### src/rtl/serial_subtractor_pkg.sv
// Shared definitions for the bit-serial subtractor: FSM state encoding and
// the width of the bit counter that walks through the operand.
package serial_subtractor_pkg;

  localparam int DEFAULT_WIDTH = 4;

  typedef enum logic [1:0] {
    IDLE = 2'd0,
    RUN  = 2'd1,
    DONE = 2'd2
  } state_t;

  // The counter must reach WIDTH-1; a floor of one bit keeps degenerate widths legal.
  function automatic int cntWidth(input int w);
    return (w < 2) ? 1 : $clog2(w);
  endfunction

endpackage

### src/rtl/full_subtractor.sv
// One-bit full subtractor cell computing a - b - bi. It is built from the same
// XOR/AND/OR structure as the team's full-adder cell.
module full_subtractor (
  output logic o_d,
  output logic o_bo,
  input  logic i_a,
  input  logic i_b,
  input  logic i_bi
);

  logic w_axb;

  // A borrow comes out when b beats a outright, or when they tie and a borrow comes in.
  always_comb begin
    w_axb = i_a ^ i_b;
    o_d   = w_axb ^ i_bi;
    o_bo  = (~i_a & i_b) | (~w_axb & i_bi);
  end

endmodule

### src/rtl/serial_subtractor.sv
// Bit-serial WIDTH-bit subtractor that computes d = a - b LSB first through one
// full_subtractor cell, and uses a start/busy/done handshake.
module serial_subtractor
  import serial_subtractor_pkg::*;
#(
  parameter int WIDTH = DEFAULT_WIDTH
) (
  input  logic             clk,
  input  logic             rst,
  input  logic             i_start,
  input  logic [WIDTH-1:0] i_a,
  input  logic [WIDTH-1:0] i_b,
  output logic             o_busy,
  output logic             o_done,
  output logic [WIDTH-1:0] o_d,
  output logic             o_bout
);

  localparam int CW = cntWidth(WIDTH);

  state_t           r_state;
  logic [WIDTH-1:0] r_sa;
  logic [WIDTH-1:0] r_sb;
  logic [WIDTH-1:0] r_d;
  logic [CW-1:0]    r_cnt;
  logic             r_br;
  logic             r_bout;
  logic             r_busy;
  logic             r_done;

  logic             w_x;
  logic             w_brNext;
  logic             w_last;

  full_subtractor u_cell (
    .o_d  (w_x),
    .o_bo (w_brNext),
    .i_a  (r_sa[0]),
    .i_b  (r_sb[0]),
    .i_bi (r_br)
  );

  assign w_last = (r_cnt == CW'(WIDTH - 1));

  // DONE accepts start exactly like IDLE, which allows back-to-back operations.
  always_ff @(posedge clk or posedge rst) begin
    if (rst) begin
      r_state <= IDLE;
      r_sa    <= '0;
      r_sb    <= '0;
      r_d     <= '0;
      r_cnt   <= '0;
      r_br    <= 1'b0;
      r_bout  <= 1'b0;
      r_busy  <= 1'b0;
      r_done  <= 1'b0;
    end else begin
      case (r_state)
        IDLE, DONE: begin
          r_done <= 1'b0;
          if (i_start) begin
            r_state <= RUN;
            r_busy  <= 1'b1;
            r_sa    <= i_a;
            r_sb    <= i_b;
            r_d     <= '0;
            r_cnt   <= '0;
            r_br    <= 1'b0;
            r_bout  <= 1'b0;
          end else begin
            r_state <= IDLE;
          end
        end
        RUN: begin
          r_d   <= {w_x, r_d[WIDTH-1:1]};
          r_sa  <= r_sa >> 1;
          r_sb  <= r_sb >> 1;
          r_br  <= w_brNext;
          r_cnt <= r_cnt + 1'b1;
          if (w_last) begin
            r_state <= DONE;
            r_busy  <= 1'b0;
            r_done  <= 1'b1;
            r_bout  <= w_brNext;
          end
        end
        default: begin
          r_state <= IDLE;
          r_busy  <= 1'b0;
          r_done  <= 1'b0;
        end
      endcase
    end
  end

  assign o_busy = r_busy;
  assign o_done = r_done;
  assign o_d    = r_d;
  assign o_bout = r_bout;

endmodule
### config.mk
export PLATFORM = sky130hd
export DESIGN_NAME = serial_subtractor
export DESIGN_NICKNAME = d
export VERILOG_FILES = /design/src/rtl/serial_subtractor_pkg.sv /design/src/rtl/full_subtractor.sv /design/src/rtl/serial_subtractor.sv
export SDC_FILE = /design/constraint.sdc
export NUM_CORES = 1
export LEC_CHECK = 0
export CAP_MARGIN = 20
export CORE_ASPECT_RATIO = 1.1
export CORE_UTILIZATION = 25
export CTS_CLUSTER_SIZE = 14
export DETAILED_ROUTE_END_ITERATION = 10
export SETUP_SLACK_MARGIN = 0.4
export SYNTH_ARGS = -nofsm -noshare
export SYNTH_HDL_FRONTEND = slang
export SYNTH_SLANG_ARGS = --single-unit
### constraint.sdc
create_clock -name clk -period 1.5 [get_ports clk]
set_input_delay 0.375 -clock clk [delete_from_list [all_inputs] [get_ports clk]]
set_output_delay 0.375 -clock clk [all_outputs]
set_load 0.05 [all_outputs]
Word-level counts from Yosys, hierarchy flattened
Index checks and enable logic that the tools add are counted.

Logic and storage cells: 48. Output and inout bits: 7. Register bits after elaboration: 20. Bits of input ports: 11.

Bitwise gates (word level): 7. Mux-type cells: 20. Reduce and logical (&&, ||, !) cells: 6. $add $sub $neg: 1. Equal/unequal tests: 5.

Operators with widths (count): $pmux W4 S2 (3); $mux W4 (3); $pmux W2 S2 (2); $mux W1 (7); $pmux W1 S2 (3); $eq A2 B2 Y1 const B (2); $mux W2 (2); $ne A2 B2 Y1 const B (2); $reduce_and A2 Y1 (2); $reduce_and A3 Y1 (1); $add A2 B1 Y2 const B (1); $and A1 B1 Y1 (2); $eq A2 B1 Y1 const B (1); $logic_not A2 Y1 (1); $not A1 Y1 (2); $reduce_bool A2 Y1 (1); $reduce_or A2 Y1 (1); $xor A1 B1 Y1 (2); $or A1 B1 Y1 (1).

Longest topological paths before layout
Gate-level depths: netlist of run 1.

Word-level depth: 6. Depth in mapped cells: 4. Depth with buffers taken out: 4.

Hierarchy
Synthesis of run 1 repeated with hierarchy kept, for this count alone.

Cells, all modules: 78. Area total of the unflattened synthesis: 909.6 µm².

By module, submodules not included: serial_subtractor (area an instance 878.3 µm², instances 1, cells an instance 74, sequential area each 475.5 µm²); full_subtractor (area an instance 31.3 µm², instances 1, cells an instance 4, sequential area each 0.0 µm²).

Worst setup path before layout of run 1
OpenSTA, ideal clock, no wires.

Kind: reg2reg. From: register, netlist name o_done. To: register r_d[0] (netlist: o_d[0]). Clock period less this slack: 1.474 ns. Setup slack: 0.026 ns. Setup time: 0.121 ns. Cell stages (with the launch flop): 4. Data arrival time: 1.353 ns. Path buffers: 1. Data required time: 1.379 ns. Path through: dfrtp_1 > buf_6 > mux2_2 > a22o_2.

RTL lines: end signal, assigned (line serial_subtractor.sv:75) `r_d <= {w_x, r_d[WIDTH-1:1]};`; end, declared (line serial_subtractor.sv:24) `logic [WIDTH-1:0] r_d;`.

Worst setup path after layout of run 1
From: register r_done (netlist: o_done). To: output port o_done.

RTL lines: start, declared (line serial_subtractor.sv:29) `logic r_done;`; start signal, assigned (line serial_subtractor.sv:56) `r_done <= 1'b0;`; start signal, assigned (line serial_subtractor.sv:60) `r_done <= 1'b0;`; start signal, assigned (line serial_subtractor.sv:83) `r_done <= 1'b1;`; end, declared (line serial_subtractor.sv:14) `output logic o_done,`.

No word-level cell between the ends.

==> run metrics, run 1 <==
status=complete, no violations; share of post-route cells with drive strength above 1=between 40% and 50%; Ys Warns=0; total gr overflow=0; CTS buffer count=3; R2R Setup Slk=between 0.2 and 0.3 ns; 1st-pass router iterations=6; Total Nets Final=119; static leakage=0.602 nW; Unique masters post-synth=26; Reg clk slew, reported paths=approximately 0.11 ns; max-cap check violation count=0; core region area=approximately 3300 um2; top-level I/O count=18; RSZ-0062 raised after global routing=yes; Final period util=a little over four fifths; Crit path depth=1; CP endpoint kind=output port; FF-to-FF Start=o_done$_DFFE_PP0N_; antenna cells=0; fill count=329; CP arrival=0.89 ns; critical path peak fanout=2; Pins Over Slew Limit=0; Initial DRC Count=42; Async SR Flop Fraction=100%; H-Tree Depth=1; synthesized net count=a little under 90; Die Span Y=between 60 and 70 um; Synth Flop Type=dfrtp_1; CTS root buffer=clkbuf_4; vias=670; CP startpoint=o_done$_DFFE_PP0N_; Avg Cell Area, Syn=roughly 12 um2; EDFF count, synth=0; met2 wire length=around 990 um; Hold Fails Final Rpt=0; Crit path largest cell delay=approximately 0.45 ns; initial antenna violation count=0; reg2reg end=o_d[1]$_DFFE_PP0P_; P&R area growth vs syn=55.7%; Synth Register Bits=19; wire length per cell=12.1 um; Worst setup SP type=flop; Worst VDD drop=approximately 400 uV; Die ar.=3710 um2; drt via density=4.38; DP Area=1200 um2; top post-synthesis cells by count=dfrtp_1 (19), a21oi_1 (6), inv_1 (6), a22o_2 (4), o22ai_1 (4); Total GRT Usage=11.4%; Chip Width=58.2 um; pin count of the biggest net entering global routing=14; DRC=0; Mapped Cells=74; Hold/Removal Path Class=input port to asynchronous set/reset pin; clock latency on the worst-skew pair=around 0.3 ns; Detail Route Antenna Nets=0; half-perimeter wire length after placement=~1.3 mm; routed wl met3=~36 um; Initial Util=a little over a quarter; CP max-delay cell=dfrtp_2; vias in the first global route=roughly 700; P per Cell Area=2200 nW/um2; Tot Pwr=2.98 mW; Row Count=22; highest routed layer=met4; # setup viols final=0; Sink Count=19; Met1 Routed Length=810 um; worst-path cell chain=buf_12; clock skew=around 0.0065 ns; worst relative slew slack=between 80% and 90%; Final Critical Period=roughly 1.3 ns; DP Worst Slack=-0.0428 ns; Fmax=0.788 GHz; most frequent cell after synthesis=dfrtp_1; synth top area cells=dfrtp_1 (55%), a22o_2 (4.6%), mux2_2 (3.9%); Finished Cell Area=approximately 1400 um2; R2R depth=3; Final Hold Slack=0.282 ns; Worst Setup EP=o_done; global-route wire length before repair=3.24 mm; CP Class=flop to output port; Final Wtd Congestion=0.707; Worst-Margin Slew=approximately 0.24 ns; Hold-fix buffers, CTS=0; clk buf depth=2; largest area contributor in the netlist=dfrtp_1; mapped cell area=approximately 870 um2; CTS tree=done; Seq/Total Area, Yosys=54.8%; Buf/Inv on CP=1; Port Buffers=17; share of the synthesized area in the top cell type=54.8%; Critical Path RT=between 1 and 1.5 ns; Top Family by Delay on Critical Path=flip-flops; crit path setup slack, layout=around 0.23 ns; final WL=about 1.9 mm
[state kept, by name, summed over array words and instances (netlist names), 2 cells and up]
signal and flops:
o_d 4, r_sa 4, r_sb 4, r_cnt 2
[stage by stage]
step,instances,utilization [%],TNS [ns]
floorplan,74,-,0
finish,153,40.5,0
global route,153,40.5,0
CTS,152,38.8,0
detailed placement,142,36.1,-0.140
global placement,142,36.1,-0.0259
[cell usage in the layout (no fill, tap or decap), drive strengths merged]
master / Yosys / layout
a211oi: 2 / 2
a22o: 7 / 7
and2: 1 / 1
clkdlybuf4s50: 0 / 9
nor2: 1 / 1
fa: 1 / 1
mux2i: 3 / 3
o22ai: 4 / 4
xnor2: 1 / 1
nor2b: 2 / 2
clkbuf: 0 / 3
and2b: 1 / 1
ha: 1 / 1
mux2: 3 / 3
inv: 6 / 6
nand2b: 2 / 2
a21oi: 6 / 6
dlygate4sd2: 0 / 1
a21o: 1 / 1
nand2: 3 / 3
o2bb2ai: 1 / 1
nand3: 2 / 2
o21ai: 4 / 4
clkinv: 0 / 1
buf: 3 / 20
dfrtp: 19 / 19
[metal layers]
metal	vias to the layer above	track usage [%]
li1	324	-
met1	333	13.5
met2	11	19.7
met3	2	2.02
met4	0	5.36
met5	-	0
[power breakdown]
group	internal, mW	total [mW]	switching [mW]	leakage (nW)
Clock	0.0992	0.257	0.158	0.0177
Combinational	0.939	1.77	0.828	0.353
Sequential	0.751	0.952	0.201	0.231
[how the worst min path moves through the flow]
stage | startpoint | to | slack [ns] | depth (start not counted)
after floorplan | rst | o_bout$_DFFE_PP0P_ | 0.33 | 1
after global placement | r_sb[3]$_DFFE_PP0P_ | r_sb[3]$_DFFE_PP0P_ | 0.48 | 1
after detailed placement | r_cnt[1]$_DFFE_PP0P_ | r_cnt[1]$_DFFE_PP0P_ | 0.49 | 1
after CTS | rst | o_d[0]$_DFFE_PP0P_ | 0.28 | 2
after global routing | rst | o_d[0]$_DFFE_PP0P_ | 0.29 | 2
final | rst | o_d[0]$_DFFE_PP0P_ | 0.28 | 2
[logic make-up (layout without fill, tap and decap cells)]
| group | count (synthesis) | after routing | share of synthesized area (%) |
|---|---|---|---|
| compound gates | 25 | 25 | 20.1 |
| flops | 19 | 19 | 54.8 |
| simple gates | 12 | 12 | 7.65 |
| buf+inv | 9 | 40 | 5.34 |
| mux | 6 | 6 | 7.36 |
| fa+ha+maj | 2 | 2 | 3.75 |
| xor+xnor | 1 | 1 | 1.01 |
[area by class of cell]
class	count	area, um2	share of cell area (%)
multi-input cells	46	417	30.9
well taps	48	60.1	4.45
clock buffers	3	22.5	1.67
inverters	6	22.5	1.67
clock inverters	1	5.00	0.371
flip-flops and latches	19	479	35.5
repair buffers	30	344	25.5
[what timing repair did]
action	in CTS	in global routing
pin swaps	0	1
hold endpoints to repair	0	0
gates cloned	0	0
gates resized for setup	7	11
buffers inserted	6	1
setup endpoints to repair	25	23
(Power assumes the default switching activity.)
==> run 2, diff against run 1 <==
==> constraint.sdc (replaced) <==
create_clock -name clk -period 1.05 [get_ports clk]
set_input_delay 0.2625 -clock clk [delete_from_list [all_inputs] [get_ports clk]]
set_output_delay 0.2625 -clock clk [all_outputs]
set_load 0.05 [all_outputs]
==> run 2 against run 1 <==
The run now ends with negative setup slack left. Total power increased by 56%. Utilization increased by 3.1 points. Clock power increased by 46%. Die area unchanged. Via count increased by 9.0%. Register-to-register slack got worse by 0.47 ns. Sequential share of layout area decreased by 2.4 points. Hold slack got worse by 0.025 ns.
==> run metrics, run 2 (same netlist as run 1, synthesis figures left out) <==
Crit path largest cell delay=0.44 ns (was 0.45 ns); DRC=0 (unchanged); global-route wire length before repair=3.45 mm (was 3.24 mm); Sink Count=19 (unchanged); P&R area growth vs syn=67.7% (was 55.7%); NetSw=1.83 mW (was 1.19 mW); CP arrival=1.00 ns (was 0.89 ns); final WL=2.11 mm (was 1.86 mm); Total Nets Final=128 (was 119); Worst-Margin Slew=0.228 ns (was 0.243 ns); Final period util=120%; Hold/Removal Path Class=input port to asynchronous set/reset pin (unchanged); clock latency on the worst-skew pair=0.30 ns (about the same); core region area=3330 um2 (unchanged); CP Class=flop to output port (unchanged); Reg clk slew, reported paths=0.11 ns (about the same); Finished Cell Area=1450 um2 (was 1350 um2); Die Span Y=63.8 um (unchanged); clock share of power=8.1% (was 8.6%); Initial Util=26.0% (unchanged); total gr overflow=0 (unchanged); final non-filler cell total=162 (was 153); Internal Power=2.80 mW (was 1.79 mW); CTS tree=done (unchanged); Worst VDD drop=663 uV (was 397 uV); Fmax=just under 0.8 GHz; status=complete, but fails checks (was complete, no violations); Port Buffers=17 (unchanged); critical path peak fanout=2 (unchanged); Total GRT Usage=12.3% (was 11.4%); Core Util, Final=43.7% (was 40.5%); antenna cells=0 (unchanged); max-cap check violation count=0 (unchanged); Pins Over Slew Limit=0 (unchanged); # setup viols final=24 (was 0); Detail Route Antenna Nets=0 (unchanged); CP max-delay cell=dfrtp_2 (unchanged); Worst setup SP type=flop (unchanged); dpl cells=149 (was 142); power share of the combinational group=62.9% (was 59.4%); Row Count=22 (unchanged); drt via density=4.51 (was 4.38); Chip Width=58.2 um (unchanged); Initial DRC Count=17 (was 42); wire length per cell=13.0 um (was 12.1 um); static leakage=0.663 nW (was 0.602 nW); Hold Fails Final Rpt=0 (unchanged); Final Critical Period=around 1.3 ns; Final Wtd Congestion=0.736 (was 0.707); top-level I/O count=18 (unchanged); CP endpoint kind=output port (unchanged); commonest cells after routing, fill and taps aside=dfrtp_1 (15), buf_4 (15), clkdlybuf4s50_1 (9) (was dfrtp_1 (16), buf_4 (11), clkdlybuf4s50_1 (9)); initial antenna violation count=0 (unchanged); failing checks=negative setup slack; clk buf depth=2 (unchanged); P per Cell Area=3190 nW/um2 (was 2200 nW/um2); crit path setup slack, layout=-0.214 ns (was 0.231 ns); half-perimeter wire length after placement=1.35 mm (was 1.32 mm); Critical Path RT=0.79 ns (was 1.12 ns); vias in the first global route=747 (was 703); 1st-pass router iterations=4 (was 6); CTS root buffer=clkbuf_4 (unchanged); Seq pwr share=29.0% (was 32.0%); H-Tree Depth=1 (unchanged); RSZ-0062 raised after global routing=yes (unchanged); Top Family by Delay on Critical Path=flip-flops (unchanged); clock skew=0.00247 ns (was 0.00654 ns); worst-path cell chain=buf_6, buf_12 (was buf_12); DP Area=1270 um2 (was 1200 um2); Switching Share=39.6% (was 39.9%); Die ar.=3710 um2 (unchanged); Buf/Inv on CP=2 (was 1); share of post-route cells with drive strength above 1=50.9% (was 44.8%); worst relative slew slack=84.7% (was 83.8%); CTS buffer count=3 (unchanged); Hold-fix buffers, CTS=0 (unchanged); vias=730 (was 670); pin count of the biggest net entering global routing=20 (was 14)
## run 2: changes by cell type in the layout (fill, tap and decap cells not counted), sizes merged
cell  previous run  this run
buf             20        29
## run 2: timing repair
item | CTS | global route
setup buffers | 8 | 1
gates cloned | 0 | 0
resized for setup | 15 | 8
pin swaps | 0 | 1
endpoints found under the setup margin | 26 | 26
hold endpoints to repair | 0 | 0
## run 2: final timing paths
| check | startpoint | endpoint | slack [ns] | cells past startpoint |
|---|---|---|---|---|
| max reg2reg | o_done$_DFFE_PP0N_ | o_d[2]$_DFFE_PP0P_ | -0.18 | 3 |
| max in group asynchronous | rst | o_done$_DFFE_PP0N_ | 0.65 | 3 |
| max | o_done$_DFFE_PP0N_ | o_done | -0.21 | 2 |
| min reg2reg | r_sb[2]$_DFFE_PP0P_ | r_sb[2]$_DFFE_PP0P_ | 0.53 | 2 |
| min in group clk | r_sb[2]$_DFFE_PP0P_ | r_sb[2]$_DFFE_PP0P_ | 0.53 | 2 |
| min | rst | r_sb[2]$_DFFE_PP0P_ | 0.26 | 3 |
## run 2: power groups by stage
| stage | combinational [mW] | clock (mW) | sequential [mW] |
|---|---|---|---|
| final | 2.91 | 0.374 | 1.34 |
| after global routing | 3.13 | 0.412 | 1.38 |
| after CTS | 2.71 | 0.383 | 1.31 |
| after detailed placement | 2.30 | 0 | 1.36 |
| after global placement | 2.25 | 0 | 1.35 |
| after floorplan | 0.934 | 0 | 1.70 |
## run 2: metal layers
metal	wire length, um	track usage, %
met2	1120	21.1
met1	883	14.9
met3	52	1.82
met5	0	0
met4	48	5.36
## run 2: layout make-up
class	instances	area, um2
clock buffers	3	22.5
clock inverters	1	5.00
fillers	303	1880
inverters	6	22.5
multi-input cells	46	424
flip-flops and latches	19	480
well taps	48	60.1
repair buffers	39	439
## run 2: stage by stage
step / power, mW / hold WS, ns / setup WS, ns / TNS, ns
final: 4.63 / 0.257 / -0.214 / -2.83
after global routing: 4.92 / 0.279 / -0.241 / -3.69
after CTS: 4.41 / 0.256 / -0.219 / -2.83
after detailed placement: 3.67 / 0.494 / -0.364 / -5.75
after global placement: 3.60 / 0.485 / -0.348 / -5.40
after floorplan: 2.63 / 0.213 / -0.258 / -2.09
## run 2: worst reg2reg max path, cell delays in order, from the launching register on
cell and delay [ns]:
dfrtp_2 0.44, buf_4 0.18, mux2_4 0.30, a22o_2 0.21
